File: src/rtl/bsg_manycore_pkg.sv
// Shared manycore definitions used by the tile store-credit controller.
package bsg_manycore_pkg;

    typedef enum logic [1:0] {
        IDLE       = 2'd0,
        FENCE_WAIT = 2'd1,
        FENCE_DONE = 2'd2
    } bsg_manycore_store_credit_state_e;

endpackage

File: src/rtl/bsg_manycore_store_credit_ctrl_if.sv
// Core/network-side handshake bundle of the store-credit controller.
interface bsg_manycore_store_credit_ctrl_if #(
    parameter int max_out_p = 16
);
    localparam int cnt_width_lp = $clog2(max_out_p + 1);

    logic                    v_i;
    logic                    ready_o;
    logic                    v_o;
    logic                    ready_i;
    logic                    ret_v_i;
    logic                    fence_v_i;
    logic                    fence_done_o;
    logic [cnt_width_lp-1:0] out_count_o;
    logic                    credit_avail_o;
    logic                    err_underflow_o;

    // slave is the controller; master is the core/network environment driving it
    modport slave (
        input  v_i, ready_i, ret_v_i, fence_v_i,
        output ready_o, v_o, fence_done_o, out_count_o, credit_avail_o, err_underflow_o
    );

    modport master (
        output v_i, ready_i, ret_v_i, fence_v_i,
        input  ready_o, v_o, fence_done_o, out_count_o, credit_avail_o, err_underflow_o
    );

endinterface

File: src/rtl/bsg_counter_up_down_sat.sv
// Saturating up/down counter; simultaneous up and down cancel, and a down
// with nothing counted raises underflow_o instead of wrapping.
module bsg_counter_up_down_sat #(
    parameter int max_val_p = 16,
    localparam int width_lp = $clog2(max_val_p + 1)
) (
    input  logic                clk_i,
    input  logic                reset_i,
    input  logic                up_i,
    input  logic                down_i,
    output logic [width_lp-1:0] count_o,
    output logic [width_lp-1:0] count_next_o,
    output logic                underflow_o
);

    localparam logic [width_lp-1:0] max_lp = width_lp'(max_val_p);

    logic [width_lp-1:0] count_r;

    function automatic logic [width_lp-1:0] sat_step(
        input logic [width_lp-1:0] cur,
        input logic                up,
        input logic                down
    );
        if (up && !down)
            return (cur == max_lp) ? cur : cur + width_lp'(1);
        else if (down && !up)
            return (cur == '0) ? cur : cur - width_lp'(1);
        else
            return cur;
    endfunction

    assign count_next_o = sat_step(count_r, up_i, down_i);
    assign underflow_o  = down_i & ~up_i & (count_r == '0);
    assign count_o      = count_r;

    always_ff @(posedge clk_i) begin
        if (reset_i)
            count_r <= '0;
        else
            count_r <= count_next_o;
    end

endmodule

File: src/rtl/bsg_manycore_store_credit_ctrl.sv
// Gates remote-store injection on an outstanding-store credit count and
// sequences memory fences until every outstanding store has returned.
module bsg_manycore_store_credit_ctrl
    import bsg_manycore_pkg::*;
#(
    parameter int max_out_p = 16
) (
    input  logic                            clk_i,
    input  logic                            reset_i,
    bsg_manycore_store_credit_ctrl_if.slave io
);

    localparam int cnt_width_lp = $clog2(max_out_p + 1);
    localparam logic [cnt_width_lp-1:0] max_lp = cnt_width_lp'(max_out_p);

    bsg_manycore_store_credit_state_e state_r, state_n;
    logic [cnt_width_lp-1:0]          count_r, count_n;
    logic                             can_issue, issue, underflow, err_r;

    // Registered-state only: a same-cycle return never frees a credit early.
    assign can_issue = (state_r == IDLE) && (count_r < max_lp);
    assign issue     = io.v_i & io.ready_i & can_issue & ~reset_i;

    assign io.v_o             = io.v_i & can_issue & ~reset_i;
    assign io.ready_o         = io.ready_i & can_issue & ~reset_i;
    assign io.credit_avail_o  = can_issue;
    assign io.out_count_o     = count_r;
    assign io.fence_done_o    = (state_r == FENCE_DONE);
    assign io.err_underflow_o = err_r;

    bsg_counter_up_down_sat #(
        .max_val_p(max_out_p)
    ) out_cnt (
        .clk_i       (clk_i),
        .reset_i     (reset_i),
        .up_i        (issue),
        .down_i      (io.ret_v_i),
        .count_o     (count_r),
        .count_next_o(count_n),
        .underflow_o (underflow)
    );

    // Fence completion looks at the post-update count so the last return
    // and the move to FENCE_DONE land in the same cycle.
    always_comb begin
        state_n = state_r;
        case (state_r)
            IDLE:       if (io.fence_v_i) state_n = FENCE_WAIT;
            FENCE_WAIT: if (count_n == '0) state_n = FENCE_DONE;
            FENCE_DONE: state_n = IDLE;
            default:    state_n = IDLE;
        endcase
    end

    always_ff @(posedge clk_i) begin
        if (reset_i) begin
            state_r <= IDLE;
            err_r   <= 1'b0;
        end else begin
            state_r <= state_n;
            err_r   <= err_r | underflow;
        end
    end

endmodule

File: src/flat_wrapper.sv
// flat-port wrapper written by rule: the top's interface ports become plain ports
module bsg_manycore_store_credit_ctrl_flat import bsg_manycore_pkg::*;
#(
    parameter int max_out_p = 16
)
  (clk_i, reset_i, io_v_i, io_ready_i, io_ret_v_i, io_fence_v_i, io_ready_o, io_v_o, io_fence_done_o, io_out_count_o, io_credit_avail_o, io_err_underflow_o);
  bsg_manycore_store_credit_ctrl_if #(.max_out_p(max_out_p)) io_i ();
  input  logic clk_i;
  input  logic reset_i;
  input wire logic [$bits(io_i.v_i)-1:0] io_v_i;
  input wire logic [$bits(io_i.ready_i)-1:0] io_ready_i;
  input wire logic [$bits(io_i.ret_v_i)-1:0] io_ret_v_i;
  input wire logic [$bits(io_i.fence_v_i)-1:0] io_fence_v_i;
  output wire logic [$bits(io_i.ready_o)-1:0] io_ready_o;
  output wire logic [$bits(io_i.v_o)-1:0] io_v_o;
  output wire logic [$bits(io_i.fence_done_o)-1:0] io_fence_done_o;
  output wire logic [$bits(io_i.out_count_o)-1:0] io_out_count_o;
  output wire logic [$bits(io_i.credit_avail_o)-1:0] io_credit_avail_o;
  output wire logic [$bits(io_i.err_underflow_o)-1:0] io_err_underflow_o;
  assign io_i.v_i = io_v_i;
  assign io_i.ready_i = io_ready_i;
  assign io_i.ret_v_i = io_ret_v_i;
  assign io_i.fence_v_i = io_fence_v_i;
  assign io_ready_o = io_i.ready_o;
  assign io_v_o = io_i.v_o;
  assign io_fence_done_o = io_i.fence_done_o;
  assign io_out_count_o = io_i.out_count_o;
  assign io_credit_avail_o = io_i.credit_avail_o;
  assign io_err_underflow_o = io_i.err_underflow_o;
  bsg_manycore_store_credit_ctrl #(.max_out_p(max_out_p)) u_core (.clk_i(clk_i), .reset_i(reset_i), .io(io_i));
endmodule
File: config.mk
export PLATFORM = sky130hd
export DESIGN_NAME = bsg_manycore_store_credit_ctrl_flat
export DESIGN_NICKNAME = d
export VERILOG_FILES = /design/src/rtl/bsg_manycore_pkg.sv /design/src/rtl/bsg_manycore_store_credit_ctrl_if.sv /design/src/rtl/bsg_counter_up_down_sat.sv /design/src/rtl/bsg_manycore_store_credit_ctrl.sv /design/src/flat_wrapper.sv
export SDC_FILE = /design/constraint.sdc
export NUM_CORES = 1
export LEC_CHECK = 0
export CORE_MARGIN = 4
export CORE_UTILIZATION = 42
export CTS_CLUSTER_DIAMETER = 150
export DETAILED_ROUTE_END_ITERATION = 8
export GPL_ROUTABILITY_DRIVEN = 0
export PLACE_DENSITY = 0.76
export SETUP_SLACK_MARGIN = 0.5
export SLEW_MARGIN = 20
export SYNTH_ARGS = -nofsm -noshare
export SYNTH_HDL_FRONTEND = slang
export SYNTH_HIERARCHICAL = 1
export SYNTH_SLANG_ARGS = --single-unit
File: constraint.sdc
create_clock -name clk_i -period 2.2 [get_ports clk_i]
set_input_delay 0.66 -clock clk_i [delete_from_list [all_inputs] [get_ports clk_i]]
set_output_delay 0.66 -clock clk_i [all_outputs]
set_load 0.02 [all_outputs]
### Yosys cells after proc, flatten, opt, wreduce, memory -nomap -nowiden

Cells that the tools add are included.

* register bits after elaboration: 8

* equal/unequal tests: 5
* bitwise gates (word level): 12
* muxes and demuxes: 7
* $add $sub $neg: 2
* $lt $le $gt $ge: 1
* reductions and logical operators: 9

Operators with widths (number)
* 5-bit 2-to-1 mux: 4
* 5-bit logical NOT: 2
* 1-bit AND: 9
* 5-bit by 1-bit adder with 5-bit output, second input constant: 1
* 5-bit equality test, second input constant: 1
* 5-bit less-than comparator, second input constant: 1
* 5-bit by 1-bit subtractor with 5-bit output, second input constant: 1
* 2-bit 2-to-1 mux: 2
* 2-bit one-hot mux with 2 select lines: 1
* 1-bit logical AND: 3
* 2-bit by 1-bit equality test with 1-bit output, second input constant: 1
* 2-bit equality test, second input constant: 1
* 1-bit logical NOT: 2
* 2-bit logical NOT: 1
* 2-bit by 1-bit inequality test with 1-bit output, second input constant: 1
* 2-bit inequality test, second input constant: 1
* 1-bit NOT: 2
* 2-bit AND reduction: 1
* 1-bit bitwise OR: 1

### Longest topological paths before layout

* depth in word-level cells: 11
* mapped depth: 8

### By module

Netlist, hierarchy kept.

By module, submodules not included
* bsg_counter_up_down_sat: cells an instance 57, area an instance 489.2 um^2, instances 1
* bsg_manycore_store_credit_ctrl: cells an instance 17, area an instance 153.9 um^2, instances 1

### Worst setup path after synthesis

OpenSTA, ideal clock, no wires.

* path kind: in2reg
* from: input reset_i
* to: register u_core.state_r[1]
* required time: 2140 ps
* slack: 71 ps
* data arrival time: 2069 ps
* path buffers: 0
* cell stages on the path: 7
* setup time: 60 ps
* cell sequence: nor4_2 and3_1 nor2b_1 a2bb2oi_1 xnor2_1 nor4_1 and3b_1

* longest elaborated chain between the ends: 9
* elaborated cells on any way between the ends: 10
* classes of those cells: eq/ne: 1; mux: 2; bitwise: 2; reduce/logical: 5

RTL lines
* from (decl): RTL line flat_wrapper.sv:9 `input logic reset_i;`
* 1-bit NOT (*): RTL line bsg_manycore_store_credit_ctrl.sv:22 `assign issue = io.v_i & io.ready_i & can_issue & ~reset_i;`
* 1-bit AND (*): RTL line bsg_manycore_store_credit_ctrl.sv:22
* net u_core.issue: RTL line bsg_manycore_store_credit_ctrl.sv:18 `logic can_issue, issue, underflow, err_r;`
* 1-bit logical NOT: RTL line bsg_counter_up_down_sat.sv:27 `else if (down && !up)`
* 1-bit logical AND: RTL line bsg_counter_up_down_sat.sv:27
* 5-bit 2-to-1 mux: RTL line bsg_counter_up_down_sat.sv:27
* 5-bit 2-to-1 mux (*): RTL line bsg_counter_up_down_sat.sv:25 `if (up && !down)`
* net u_core.count_n[0]: RTL line bsg_manycore_store_credit_ctrl.sv:17 `logic [cnt_width_lp-1:0] count_r, count_n;`
* 5-bit logical NOT (*): RTL line bsg_manycore_store_credit_ctrl.sv:49 `FENCE_WAIT: if (count_n == '0) state_n = FENCE_DONE;`
* 2-bit by 1-bit inequality test with 1-bit output (no line) (*)
* 2-bit AND reduction (no line) (*)
* to (signal assigned): RTL line bsg_manycore_store_credit_ctrl.sv:60 `state_r <= state_n;`
* to (decl): RTL line bsg_manycore_store_credit_ctrl.sv:16 `bsg_manycore_store_credit_state_e state_r, state_n;`

The timed path passes the listed nets; every way through them passes the cells marked *.
A chain may end at the register's enable or synchronous reset.

### Worst setup path after layout

Same ends and word-level chain as after synthesis.

==> flow_summary_export.csv <==
group,metric,value,unit
clock_network,htree_levels,1,
critical_path,r2r_end,"u_core/state_r[1]$_SDFFE_PP0P_",
floorplan,core_area,1370,um2
power_and_ir_drop,switchingPower,373,uW
critical_path,critical_path_class,"input pin to register",
clock_network,cts_buffers,3,
layout,fin_cells,122,
sta,rsz0062_at_grt,"true",
global_routing,grt_pass1_wl,2740,um
sta,max_clock_freq,481,MHz
outcome,status,"completed",
critical_path,r2r_start,"u_core/state_r[1]$_SDFFE_PP0P_",
floorplan,die_area,2220,um2
clock_network,clkSinkCount,8,
clock_network,clkSlewWorstSetupHoldPaths,50,ps
synth,synth_area_leaders,"dfxtp_1, nor2b_4, nor2_1",
power_and_ir_drop,p_per_area,861,nW/um2
layout,post-route-util,78.9,%
synth,postSynthNetCount,82,
place,pre_cts_ws,-556,ps
route,via_per_inst,5.33,
route,firstDrtPassIters,4,
critical_path,max_stage_delay,290,ps
global_routing,antenna_found_initial,0,
place,placedCellCount,110,
route,route.met2.wl,1090,um
sta,finalMaxSlewViolations,0,
route,top_layer,"met4",
sta,finalSetupViolations,0,
run,cap_violations,0,
floorplan,io_pins,16,
sta,max_slew_margin,73.5,%
floorplan,chipWidth,47.1,um
global_routing,grt_start_max_net_pins,13,
floorplan,fp.dieH,47.1,um
place,dpl-instance-area,882,um2
synth,netlist_area,643,um2
power_and_ir_drop,irDropWorstVdd,535,uV
critical_path,end_kind,"register",
critical_path,crit_end,"u_core/state_r[1]$_SDFFE_PP0P_",
synth,ys_seq_area_share,24.9,%
critical_path,crit_fanout,6,
critical_path,cp_slowest_cell,"and3_4",
floorplan,rows,13,
critical_path,reg2regPathDepth,8,
layout,antenna_cells,0,
layout,n_fill_cell,90,
route,wl_met1,770,um
route,dr.first_iter.drc_count,4,
sta,hold_viol_final,0,
sta,timing.final.crit_share,94.5,%
power_and_ir_drop,leakage,0.487,nW
min_path,hold_path_class,"register to register",
sta,fin_ws,121,ps
clock_network,cts_hold_buf,0,
sta,setup_tns,0,ps
route,via_count,650,
global_routing,track_usage,17.4,%
clock_network,clk_latency,240,ps
critical_path,crit_arrival,2260,ps
global_routing,grt_pass1_vias,674,
synth,synth_top_area_cell,"dfxtp_1",
critical_path,setup.worst_path.start_class,"input pin",
route,wire_per_inst,15.9,um
power_and_ir_drop,p_comb_share,65.4,%
layout,layout.nets,117,
critical_path,cp.required,2380,ps
layout,drive_above_1_share,58.9,%
synth,synth.distinct_cells,39,
synth,yosysWarnings,6,
global_routing,grt_overflow,0,
synth,yosysTopAreaCellShare,24.9,%
power_and_ir_drop,intPower,556,uW
synth,ys_ff_latch,8,
route,wl,1940,um
sta,timing.final.crit_period,2080,ps
power_and_ir_drop,total_power,929,uW
layout,syn_to_final_growth,67.7,%
sta,worstMarginPinSlew,396,ps
route,drc,0,
power_and_ir_drop,p_seq_share,23.0,%
clock_network,clock-root-buffer,"clkbuf_4",
critical_path,critPathMostFrequentCell,"nor4_4",
critical_path,r2r_setup_slack,150,ps
sta,fin_skew,0.580,ps
place,place_hpwl,1210,um
layout,final_area,1080,um2
critical_path,startpoint,"reset_i",
sta,whs,486,ps
synth,synthCells,74,
power_and_ir_drop,clkPwrFrac,11.6,%
clock_network,cts_tree,"yes",
route,met3RoutedLength,49,um
floorplan,initial_utilization,47.1,%
power_and_ir_drop,switching_share,40.2,%
clock_network,cts_buffer_depth,2,
place,port_buffers,15,
route,ant_nets,0,
critical_path,path_cells,"buf_6 -> nor4_4 -> and3_4 -> nor2b_4 -> a2bb2oi_2 -> xnor2_1 -> buf_4 -> nor4_4 -> and3b_1",
synth,avgSynthCellArea,8.69,um2
## worst max-delay path, delay by kind of cell
kind / cells / cell delay (ps)
buffers and inverters: 2 / 250
and+or+nand+nor: 5 / 1090
AOI/OAI and AO/OA: 1 / 170
xor gates and xnor gates: 1 / 90
## power by group through the flow
stage	combinational, mW	sequential (mW)	clock (mW)
3_5_place_dp	0.443	0.213	0
6_report	0.608	0.214	0.108
2_1_floorplan	0.280	0.231	0
4_1_cts	0.489	0.211	0.113
5_1_grt	0.649	0.220	0.114
3_3_place_gp	0.428	0.212	0
## cells in the final DEF, fill, tap and decap left out, types with 2 or more instances in the layout
cell,Yosys,final
dfxtp_2,0,4
clkbuf_4,0,3
nor2b_4,2,5
inv_1,5,4
nor4_4,0,2
buf_6,2,8
nand3b_1,2,2
xor2_1,3,3
dlygate4sd2_1,0,4
dfxtp_1,8,4
or2_1,2,2
and2_4,0,2
and3_4,0,2
ha_1,2,2
nor2_1,7,6
clkbuf_2,1,3
nand2b_4,0,2
buf_4,0,15
or3b_1,2,2
## worst min path at each step
stage                                              start  slack (ps)  cells after the start                                   end
finish              u_core/io.err_underflow_o$_SDFF_PP0_         490                      2  u_core/io.err_underflow_o$_SDFF_PP0_
global route        u_core/io.err_underflow_o$_SDFF_PP0_         540                      2  u_core/io.err_underflow_o$_SDFF_PP0_
CTS                 u_core/io.err_underflow_o$_SDFF_PP0_         470                      2  u_core/io.err_underflow_o$_SDFF_PP0_
detailed placement  u_core/io.err_underflow_o$_SDFF_PP0_         460                      2  u_core/io.err_underflow_o$_SDFF_PP0_
global placement    u_core/io.err_underflow_o$_SDFF_PP0_         450                      2  u_core/io.err_underflow_o$_SDFF_PP0_
floorplan                 u_core/state_r[0]$_SDFFE_PP0P_         530                      2        u_core/state_r[0]$_SDFFE_PP0P_
## flip-flops by register name, indices dropped and copies added (netlist names)
signal                     cells
u_core/io.err_underflow_o      1
u_core/state_r                 2
u_core/out_cnt/count_o         5
## routing by layer
layer	vias up	track usage [%]
met2	10	32.8
met1	308	20.2
met5	-	0
li1	328	-
met4	0	3.31
met3	4	3.45
## synthesized netlist by cell type (all sizes together)
cell type  count
a211oi         1
a21oi          2
a221o          1
a22oi          1
a2bb2oi        1
and2           2
and2b          2
and3           2
and3b          1
and4bb         1
buf            3
clkbuf         1
dfxtp          8
ha             2
inv            5
nand2          3
nand2b         2
nand3          2
nand3b         2
nand4          1
nor2           7
nor2b          6
nor3           2
nor3b          1
nor4           2
nor4b          1
o221ai         1
o22ai          1
o32ai          2
or2            2
or3b           2
xnor2          1
xor2           3
## cell families (layout without fill, tap and decap cells)
group	count (synthesis)	in the layout	synth area share, %
compound gates	10	10	13.8
xor+xnor	4	4	5.45
fa+ha+maj	2	2	3.89
buf+inv	9	42	7.98
flops	8	8	24.9
simple gates	41	41	44.0
## what timing repair did
| action | CTS | global route |
|---|---|---|
| pin swaps | 13 | 12 |
| setup endpoints to repair | 18 | 15 |
| resized for setup | 52 | 24 |
| buffers inserted | 5 | 4 |
| hold endpoints to repair | 0 | 0 |
## area by class of cell
| type | instances | area, um2 | share of cell area [%] |
|---|---|---|---|
| Multi-Input combinational cell | 57 | 564 | 52.3 |
| Timing Repair Buffer | 34 | 289 | 26.8 |
| Sequential cell | 8 | 165 | 15.3 |
| Clock buffer | 3 | 22.5 | 2.09 |
| Inverter | 5 | 18.8 | 1.74 |
| Tap cell | 15 | 18.8 | 1.74 |
No activity file was read; power rests on OpenSTA's default activity.
